==> src/rtl/debug_controller_bp.sv <==
// UART debug controller: loads instruction memory, runs/steps the processor with a breakpoint,
// and streams PC, data memory, register bank and cycle count back as LSB-first bytes.
module debug_controller_bp #(
  parameter int NBITS          = 32,
  parameter int UART_BITS      = 8,
  parameter int IM_ADDR_LENGTH = 32,
  parameter int IM_DEPTH       = 32,
  parameter int DM_ADDR_LENGTH = 32,
  parameter int DM_WORDS       = 4,
  parameter int RBITS          = 5,
  parameter int RB_REGS        = 32,
  parameter logic [NBITS-1:0] HALT_WORD  = 32'hFFFFFFFF,
  parameter logic [NBITS-1:0] CMD_RUN    = 32'h1,
  parameter logic [NBITS-1:0] CMD_STEP   = 32'h2,
  parameter logic [NBITS-1:0] CMD_BP     = 32'h3,
  parameter logic [NBITS-1:0] CMD_RELOAD = 32'h4
) (
  input  logic                      clk,
  input  logic                      reset,
  input  logic [UART_BITS-1:0]      rx_data,
  input  logic                      rx_done,
  input  logic                      tx_done,
  input  logic                      halt_flag,
  input  logic [NBITS-1:0]          current_PC,
  input  logic [NBITS-1:0]          clock_count,
  input  logic [NBITS-1:0]          DM_Data,
  input  logic [NBITS-1:0]          RB_Data,
  output logic [UART_BITS-1:0]      tx_data,
  output logic                      tx_start,
  output logic [IM_ADDR_LENGTH-1:0] IM_Addr,
  output logic [NBITS-1:0]          IM_Data,
  output logic                      IM_We,
  output logic [DM_ADDR_LENGTH-1:0] DM_Addr,
  output logic [RBITS-1:0]          RB_Addr,
  output logic                      clock_enable,
  output logic                      o_rst
);
  localparam int NBYTES = NBITS / UART_BITS;
  localparam int BC_W   = (NBYTES > 1) ? $clog2(NBYTES) : 1;
  localparam int IDX_W  = $clog2(IM_DEPTH + 1);
  localparam int DI_MAX = (DM_WORDS > RB_REGS) ? DM_WORDS : RB_REGS;
  localparam int DI_W   = (DI_MAX > 1) ? $clog2(DI_MAX) : 1;
  localparam logic [BC_W-1:0]  LAST_BYTE = BC_W'(NBYTES - 1);
  localparam logic [IDX_W-1:0] IM_FULL   = IDX_W'(IM_DEPTH);
  localparam logic [DI_W-1:0]  DM_LAST   = DI_W'(DM_WORDS - 1);
  localparam logic [DI_W-1:0]  RB_LAST   = DI_W'(RB_REGS - 1);

  typedef enum logic [3:0] {
    RECV_PROG, RECV_CMD, RECV_BP, RUN, STEP, DUMP_PC, DUMP_DM, DUMP_RB, DUMP_CLK
  } state_t;
  typedef enum logic [2:0] {P_SET, P_WAIT, P_LATCH, P_TX, P_TXW} phase_t;

  state_t                    state_reg, state_next;
  phase_t                    phase_reg, phase_next;
  logic [BC_W-1:0]           rx_cnt_reg, rx_cnt_next;
  logic [NBITS-1:0]          asm_word_reg, asm_word_next;
  logic [IDX_W-1:0]          index_reg, index_next;
  logic                      im_we_reg, im_we_next;
  logic [IM_ADDR_LENGTH-1:0] im_addr_reg, im_addr_next;
  logic [NBITS-1:0]          im_data_reg, im_data_next;
  logic                      o_rst_reg, o_rst_next;
  logic                      bp_en_reg, bp_en_next;
  logic [NBITS-1:0]          bp_addr_reg, bp_addr_next;
  logic                      first_cycle_reg, first_cycle_next;
  logic                      dump_halt_reg, dump_halt_next;
  logic [DI_W-1:0]           dump_idx_reg, dump_idx_next;
  logic [BC_W-1:0]           tx_cnt_reg, tx_cnt_next;
  logic [NBITS-1:0]          tx_word_reg, tx_word_next;
  logic [DM_ADDR_LENGTH-1:0] dm_addr_reg, dm_addr_next;
  logic [RBITS-1:0]          rb_addr_reg, rb_addr_next;

  logic [NBITS-1:0] rx_word;
  logic             rx_active;
  logic             word_strobe;
  logic             bp_hit;

  // Bytes shift in from the top so the first byte received ends up in the LSBs.
  assign rx_word   = {rx_data, asm_word_reg[NBITS-1:UART_BITS]};
  assign rx_active = (state_reg == RECV_PROG) || (state_reg == RECV_CMD) || (state_reg == RECV_BP);

  always_comb begin
    state_next       = state_reg;
    phase_next       = phase_reg;
    rx_cnt_next      = rx_cnt_reg;
    asm_word_next    = asm_word_reg;
    index_next       = index_reg;
    im_we_next       = 1'b0;
    im_addr_next     = im_addr_reg;
    im_data_next     = im_data_reg;
    o_rst_next       = 1'b0;
    bp_en_next       = bp_en_reg;
    bp_addr_next     = bp_addr_reg;
    first_cycle_next = 1'b0;
    dump_halt_next   = dump_halt_reg;
    dump_idx_next    = dump_idx_reg;
    tx_cnt_next      = tx_cnt_reg;
    tx_word_next     = tx_word_reg;
    dm_addr_next     = dm_addr_reg;
    rb_addr_next     = rb_addr_reg;
    clock_enable     = 1'b0;
    tx_start         = 1'b0;
    word_strobe      = 1'b0;
    bp_hit           = 1'b0;

    if (rx_active && rx_done) begin
      asm_word_next = rx_word;
      if (rx_cnt_reg == LAST_BYTE) begin
        rx_cnt_next = '0;
        word_strobe = 1'b1;
      end else begin
        rx_cnt_next = rx_cnt_reg + BC_W'(1);
      end
    end

    case (state_reg)
      RECV_PROG: begin
        if (word_strobe) begin
          if (index_reg < IM_FULL) begin
            im_we_next   = 1'b1;
            im_addr_next = IM_ADDR_LENGTH'({index_reg, 2'b00});
            im_data_next = rx_word;
            index_next   = index_reg + IDX_W'(1);
          end
          if (rx_word == HALT_WORD) state_next = RECV_CMD;
        end
      end
      RECV_CMD: begin
        if (word_strobe) begin
          case (rx_word)
            CMD_RUN: begin
              state_next       = RUN;
              first_cycle_next = 1'b1;
            end
            CMD_STEP: state_next = STEP;
            CMD_BP:   state_next = RECV_BP;
            CMD_RELOAD: begin
              o_rst_next = 1'b1;
              index_next = '0;
              state_next = RECV_PROG;
            end
            default: state_next = RECV_CMD;
          endcase
        end
      end
      RECV_BP: begin
        if (word_strobe) begin
          bp_addr_next = rx_word;
          bp_en_next   = (rx_word != HALT_WORD);
          state_next   = RECV_CMD;
        end
      end
      RUN: begin
        // The first RUN cycle ignores the breakpoint so a run can resume from it.
        bp_hit       = bp_en_reg && (current_PC == bp_addr_reg) && !first_cycle_reg;
        clock_enable = !halt_flag && !bp_hit;
        if (halt_flag || bp_hit) begin
          state_next     = DUMP_PC;
          phase_next     = P_SET;
          dump_idx_next  = '0;
          dump_halt_next = halt_flag;
        end
      end
      STEP: begin
        clock_enable   = !halt_flag;
        state_next     = DUMP_PC;
        phase_next     = P_SET;
        dump_idx_next  = '0;
        dump_halt_next = halt_flag;
      end
      DUMP_PC, DUMP_DM, DUMP_RB, DUMP_CLK: begin
        case (phase_reg)
          P_SET: begin
            if (state_reg == DUMP_PC) dump_halt_next = dump_halt_reg || halt_flag;
            if (state_reg == DUMP_DM) dm_addr_next = DM_ADDR_LENGTH'({dump_idx_reg, 2'b00});
            if (state_reg == DUMP_RB) rb_addr_next = RBITS'(dump_idx_reg);
            phase_next = P_WAIT;
          end
          P_WAIT: phase_next = P_LATCH;
          P_LATCH: begin
            case (state_reg)
              DUMP_PC: tx_word_next = current_PC;
              DUMP_DM: tx_word_next = DM_Data;
              DUMP_RB: tx_word_next = RB_Data;
              default: tx_word_next = clock_count;
            endcase
            tx_cnt_next = '0;
            phase_next  = P_TX;
          end
          P_TX: begin
            tx_start   = 1'b1;
            phase_next = P_TXW;
          end
          default: begin
            if (tx_done) begin
              if (tx_cnt_reg != LAST_BYTE) begin
                tx_cnt_next  = tx_cnt_reg + BC_W'(1);
                tx_word_next = tx_word_reg >> UART_BITS;
                phase_next   = P_TX;
              end else begin
                phase_next = P_SET;
                case (state_reg)
                  DUMP_PC: begin
                    state_next    = DUMP_DM;
                    dump_idx_next = '0;
                  end
                  DUMP_DM: begin
                    if (dump_idx_reg == DM_LAST) begin
                      state_next    = DUMP_RB;
                      dump_idx_next = '0;
                    end else begin
                      dump_idx_next = dump_idx_reg + DI_W'(1);
                    end
                  end
                  DUMP_RB: begin
                    if (dump_idx_reg == RB_LAST) begin
                      state_next    = DUMP_CLK;
                      dump_idx_next = '0;
                    end else begin
                      dump_idx_next = dump_idx_reg + DI_W'(1);
                    end
                  end
                  default: begin
                    // A halted program is restarted and a fresh program is expected.
                    if (dump_halt_reg) begin
                      o_rst_next = 1'b1;
                      index_next = '0;
                      state_next = RECV_PROG;
                    end else begin
                      state_next = RECV_CMD;
                    end
                  end
                endcase
              end
            end
          end
        endcase
      end
      default: state_next = RECV_PROG;
    endcase
  end

  always_ff @(posedge clk or posedge reset) begin
    if (reset) begin
      state_reg       <= RECV_PROG;
      phase_reg       <= P_SET;
      rx_cnt_reg      <= '0;
      asm_word_reg    <= '0;
      index_reg       <= '0;
      im_we_reg       <= 1'b0;
      im_addr_reg     <= '0;
      im_data_reg     <= '0;
      o_rst_reg       <= 1'b0;
      bp_en_reg       <= 1'b0;
      bp_addr_reg     <= '0;
      first_cycle_reg <= 1'b0;
      dump_halt_reg   <= 1'b0;
      dump_idx_reg    <= '0;
      tx_cnt_reg      <= '0;
      tx_word_reg     <= '0;
      dm_addr_reg     <= '0;
      rb_addr_reg     <= '0;
    end else begin
      state_reg       <= state_next;
      phase_reg       <= phase_next;
      rx_cnt_reg      <= rx_cnt_next;
      asm_word_reg    <= asm_word_next;
      index_reg       <= index_next;
      im_we_reg       <= im_we_next;
      im_addr_reg     <= im_addr_next;
      im_data_reg     <= im_data_next;
      o_rst_reg       <= o_rst_next;
      bp_en_reg       <= bp_en_next;
      bp_addr_reg     <= bp_addr_next;
      first_cycle_reg <= first_cycle_next;
      dump_halt_reg   <= dump_halt_next;
      dump_idx_reg    <= dump_idx_next;
      tx_cnt_reg      <= tx_cnt_next;
      tx_word_reg     <= tx_word_next;
      dm_addr_reg     <= dm_addr_next;
      rb_addr_reg     <= rb_addr_next;
    end
  end

  assign tx_data = tx_word_reg[UART_BITS-1:0];
  assign IM_Addr = im_addr_reg;
  assign IM_Data = im_data_reg;
  assign IM_We   = im_we_reg;
  assign DM_Addr = dm_addr_reg;
  assign RB_Addr = rb_addr_reg;
  assign o_rst   = o_rst_reg;

endmodule

==> config.mk <==
export PLATFORM = sky130hd
export DESIGN_NAME = debug_controller_bp
export DESIGN_NICKNAME = d
export VERILOG_FILES = /design/src/rtl/debug_controller_bp.sv
export SDC_FILE = /design/constraint.sdc
export NUM_CORES = 1
export LEC_CHECK = 0
export ABC_CLOCK_PERIOD_IN_PS = 10500
export BUFFER_PORTS_ARGS = -buffer_cell sky130_fd_sc_hd__buf_4
export CORE_AREA = 2 2 251 154
export CTS_CLUSTER_DIAMETER = 60
export DETAILED_ROUTE_END_ITERATION = 10
export DIE_AREA = 0 0 253 156
export GPL_TIMING_DRIVEN = 0
export SYNTH_ARGS = -nofsm -noshare
export SYNTH_HDL_FRONTEND = slang
export SYNTH_SLANG_ARGS = --single-unit
==> constraint.sdc <==
create_clock -name clk -period 10.5 [get_ports clk]
set_input_delay 2.1 -clock clk [delete_from_list [all_inputs] [get_ports clk]]
set_output_delay 2.1 -clock clk [all_outputs]
set_load 0.1 [all_outputs]
==> summary.md <==
| Metric | Value |
|---|---|
| Port Buffers | 200 |
| Worst setup SP type | primary input |
| Total GRT Usage | 16.6% |
| Multiplexer share of the synthesized area | 19.0% |
| CTS buffer count | 17 |
| Maximum root-to-sink buffer count | 2 |
| Post-route cell area | 12100 um2 |
| Post-Syn Instances | roughly 900 |
| Crit Path Class | primary input to output pin |
| DRT Pass-1 Iters | 6 |
| Fin util | 32.5% |
| Met3 usage | about 4.6% |
| Hold slack | 0.473 ns |
| Post-synthesis register bit count | 163 |
| Post-synthesis simple-gate area fraction | 12.9% |
| Clk_lat worst skew | 0.45 ns |
| Initial Utilization | 24.7% |
| Adder and majority gate portion of the synthesized area | less than 1% |
| Cell total after placement | between 1500 and 2000 |
| Synth top area share | about 45% |
| Final min period | 6.63 ns |
| Drt total wl | 33000 um |
| Largest family of logic cells by synthesized area | multiplexers |
| CP Data Arrival Time | around 4.5 ns |
| Most frequent cells in the layout | buf_4 (262), dfrtp_1 (163), mux2_2 (121) |
| Tcrit/Tclk final | between 60% and 70% |
| Post-Synth XOR/XNOR Area | between 3 and 4% |
| Yosys Warn Count | 0 |
| Std-Cell Rows | 55 |
| Number of global-route vias before repair | roughly 7600 |
| Sw Pwr | 1.84 mW |
| Final worst setup slack | 3.87 ns |
| Fin. Hold Viols | 0 |
| Area added between synthesis and finish | 31.9% |
| WL/cell | about 20 um |
| Grt ovf | 0 |
| Cts hold-fix bufs | 0 |
| Die footprint | 39500 um2 |
| Die W | 253 um |
| H-Tree Depth | 4 |
| Internal power | roughly 1.8 mW |
| Synth async-reset ratio | 100% |
| Sequential cell fraction of total power | between 30% and 40% |
| Antenna Nets Post-Route | 0 |
| Clock Root Buffer | clkbuf_16 |
| Met1 usage | a little under a quarter |
| Clk_skew | 0.0141 ns |
| Clk network pwr share | 17.2% |
| Vias per cell | roughly 4.7 |
| Max-cap violations | 0 |
| Initial antenna violation count | 1 |
| Setup TNS | 0 ns |
| Pins over their slew limit | 0 |
| Crit path capture type | output pin |
| Busiest layer in global routing | met2 |
| Sequential-to-total area share from yosys stat | roughly 45% |
| Sw Ratio | 51.1% |
| Worst-path maximum fanout | 8 |
| Post-DP HPWL | approximately 26000 um |
| Fmax achieved | 151 MHz |
| Compound-Gate Fraction of Synth Area | 11.2% |
| Nets | 1317 |
| Largest cells by area after synthesis | dfrtp_1 (45%), mux2_2 (15%), buf_4 (5.1%), nand2_1 (3.7%), mux2i_1 (3.6%) |
| Dpl cell area | 11500 um2 |
| Via Count | approximately 7800 |
| Distinct cells, synth | 63 |
| First-pass GRT wire length | 48400 um |
| Non-filler cells, final | 1669 |
| Synth Flop Type | dfrtp_1 |
| Largest net degree at the start of global routing | 90 |
| Outcome | finished, final reports clean |
| Pre-CTS setup slack | 3.85 ns |
| Relative slew slack | 34.7% |
| Clock transition at path regs | ~0.070 ns |
| CTS tree | yes |
| Final setup viols | 0 |
| Clk sinks | 163 |
| Gpl congestion | 0.888 |
| Cell taking the most area after synthesis | dfrtp_1 |
| Hold crit path type | register to register |
| Worst Max-Slew Pin Slew | a little under 1 ns |
| PostCTS Resize Cnt | 0 |
| Core ar. | about 37000 um2 |
| Comb pwr share | 52.7% |
| Synthesized area | 9160 um2 |
| Peak supply drop | between 0.15 and 0.2 mV |
| RSZ-0062 raised after global routing | false |
| Layout cells sized above 1 | 37.8% |
| Final Total Pwr | 3.61 mW |
| Pleak | 5.78 nW |
| M2 GR Usage | 24.4% |
| Post-synth EDFFs | 0 |
| DRC errors left | 0 |
| I/O Pins | approximately 250 |
| Commonest non-fill, non-tap cell in the layout | buf_4 |
| # Post-CTS Setup Buffers | 0 |
| Syn avg cell area | 10.2 um2 |
| First DRT Iteration DRCs | 521 |
| CP Data Required Time | 8.40 ns |
| Pwr per Cell Area | roughly 300 nW/um2 |
| Die H | 156 um |
-- area by class of cell --
type,instances,area (um2)
buffer,113,711
timing repair buffer,201,1530
clock buffer,17,425
multi-input combinational,659,4510
sequential,163,4080
inverter,16,67.6
antenna,1,2.50
tap,484,606
clock inverter,15,161
fill,3840,25100
-- power by group through the flow --
| stage | Combinational (mW) | Clock, mW | Sequential (mW) |
|---|---|---|---|
| 2_1_floorplan | 0.976 | 0 | 1.48 |
| 5_1_grt | 2.02 | 0.669 | 1.12 |
| 3_5_place_dp | 1.90 | 0 | 1.10 |
| 4_1_cts | 1.90 | 0.638 | 1.08 |
| 3_3_place_gp | 1.88 | 0 | 1.09 |
| 6_report | 1.90 | 0.622 | 1.09 |
-- cells in the mapped netlist, types with 4 or more instances --
library cell / n
a21oi_1: 42
and3_1: 4
buf_1: 8
buf_2: 5
buf_4: 62
buf_6: 5
clkbuf_1: 32
dfrtp_1: 163
ha_1: 5
inv_1: 16
mux2_2: 121
mux2i_1: 33
nand2_1: 90
nand2b_1: 4
nand3_1: 9
nand4_1: 11
nor2_1: 76
nor3_1: 14
nor4_1: 14
o21ai_0: 49
o221ai_1: 32
o31ai_1: 4
or3_1: 5
xor2_1: 31
-- kinds of logic after synthesis --
family	after synthesis
muxes	158
other	1
and+or+nand+nor	254
xor gates and xnor gates	33
AOI/OAI and AO/OA	156
adders and majority gates	5
DFF	163
buffers and inverters	129
-- critical path, cell delays in order --
cell	delay [ns]
buf_4	0.12
xor2_1	0.15
nor4_1	0.46
nand3_1	0.31
or4_1	0.49
buf_6	0.17
and2_4	0.18
or2_1	0.28
buf_4	0.25
-- path summary, 6_finish.rpt --
check,to,startpoint,cells after the start,slack (ns)
setup / recovery,clock_enable,current_PC[6],9,3.87
hold / removal,tx_word_reg[30]$_DFFE_PP0P_,tx_word_reg[30]$_DFFE_PP0P_,2,0.47
setup reg to reg,tx_word_reg[30]$_DFFE_PP0P_,state_reg[1]$_DFFE_PP0P_,8,7.36
hold reg to reg,tx_word_reg[30]$_DFFE_PP0P_,tx_word_reg[30]$_DFFE_PP0P_,2,0.47
max in group asynchronous,IM_Data[3]$_DFFE_PP0P_,reset,3,7.88
min in group asynchronous,IM_Data[6]$_DFFE_PP0P_,reset,2,1.71
-- layer usage --
layer | share of wire (%) | vias up
met5 | 0.058 | -
met2 | 44 | 241
met1 | 47 | 3837
li1 | - | 3645
met4 | 2.9 | 2
met3 | 6.4 | 46
No activity file was read; power rests on OpenSTA's default activity.
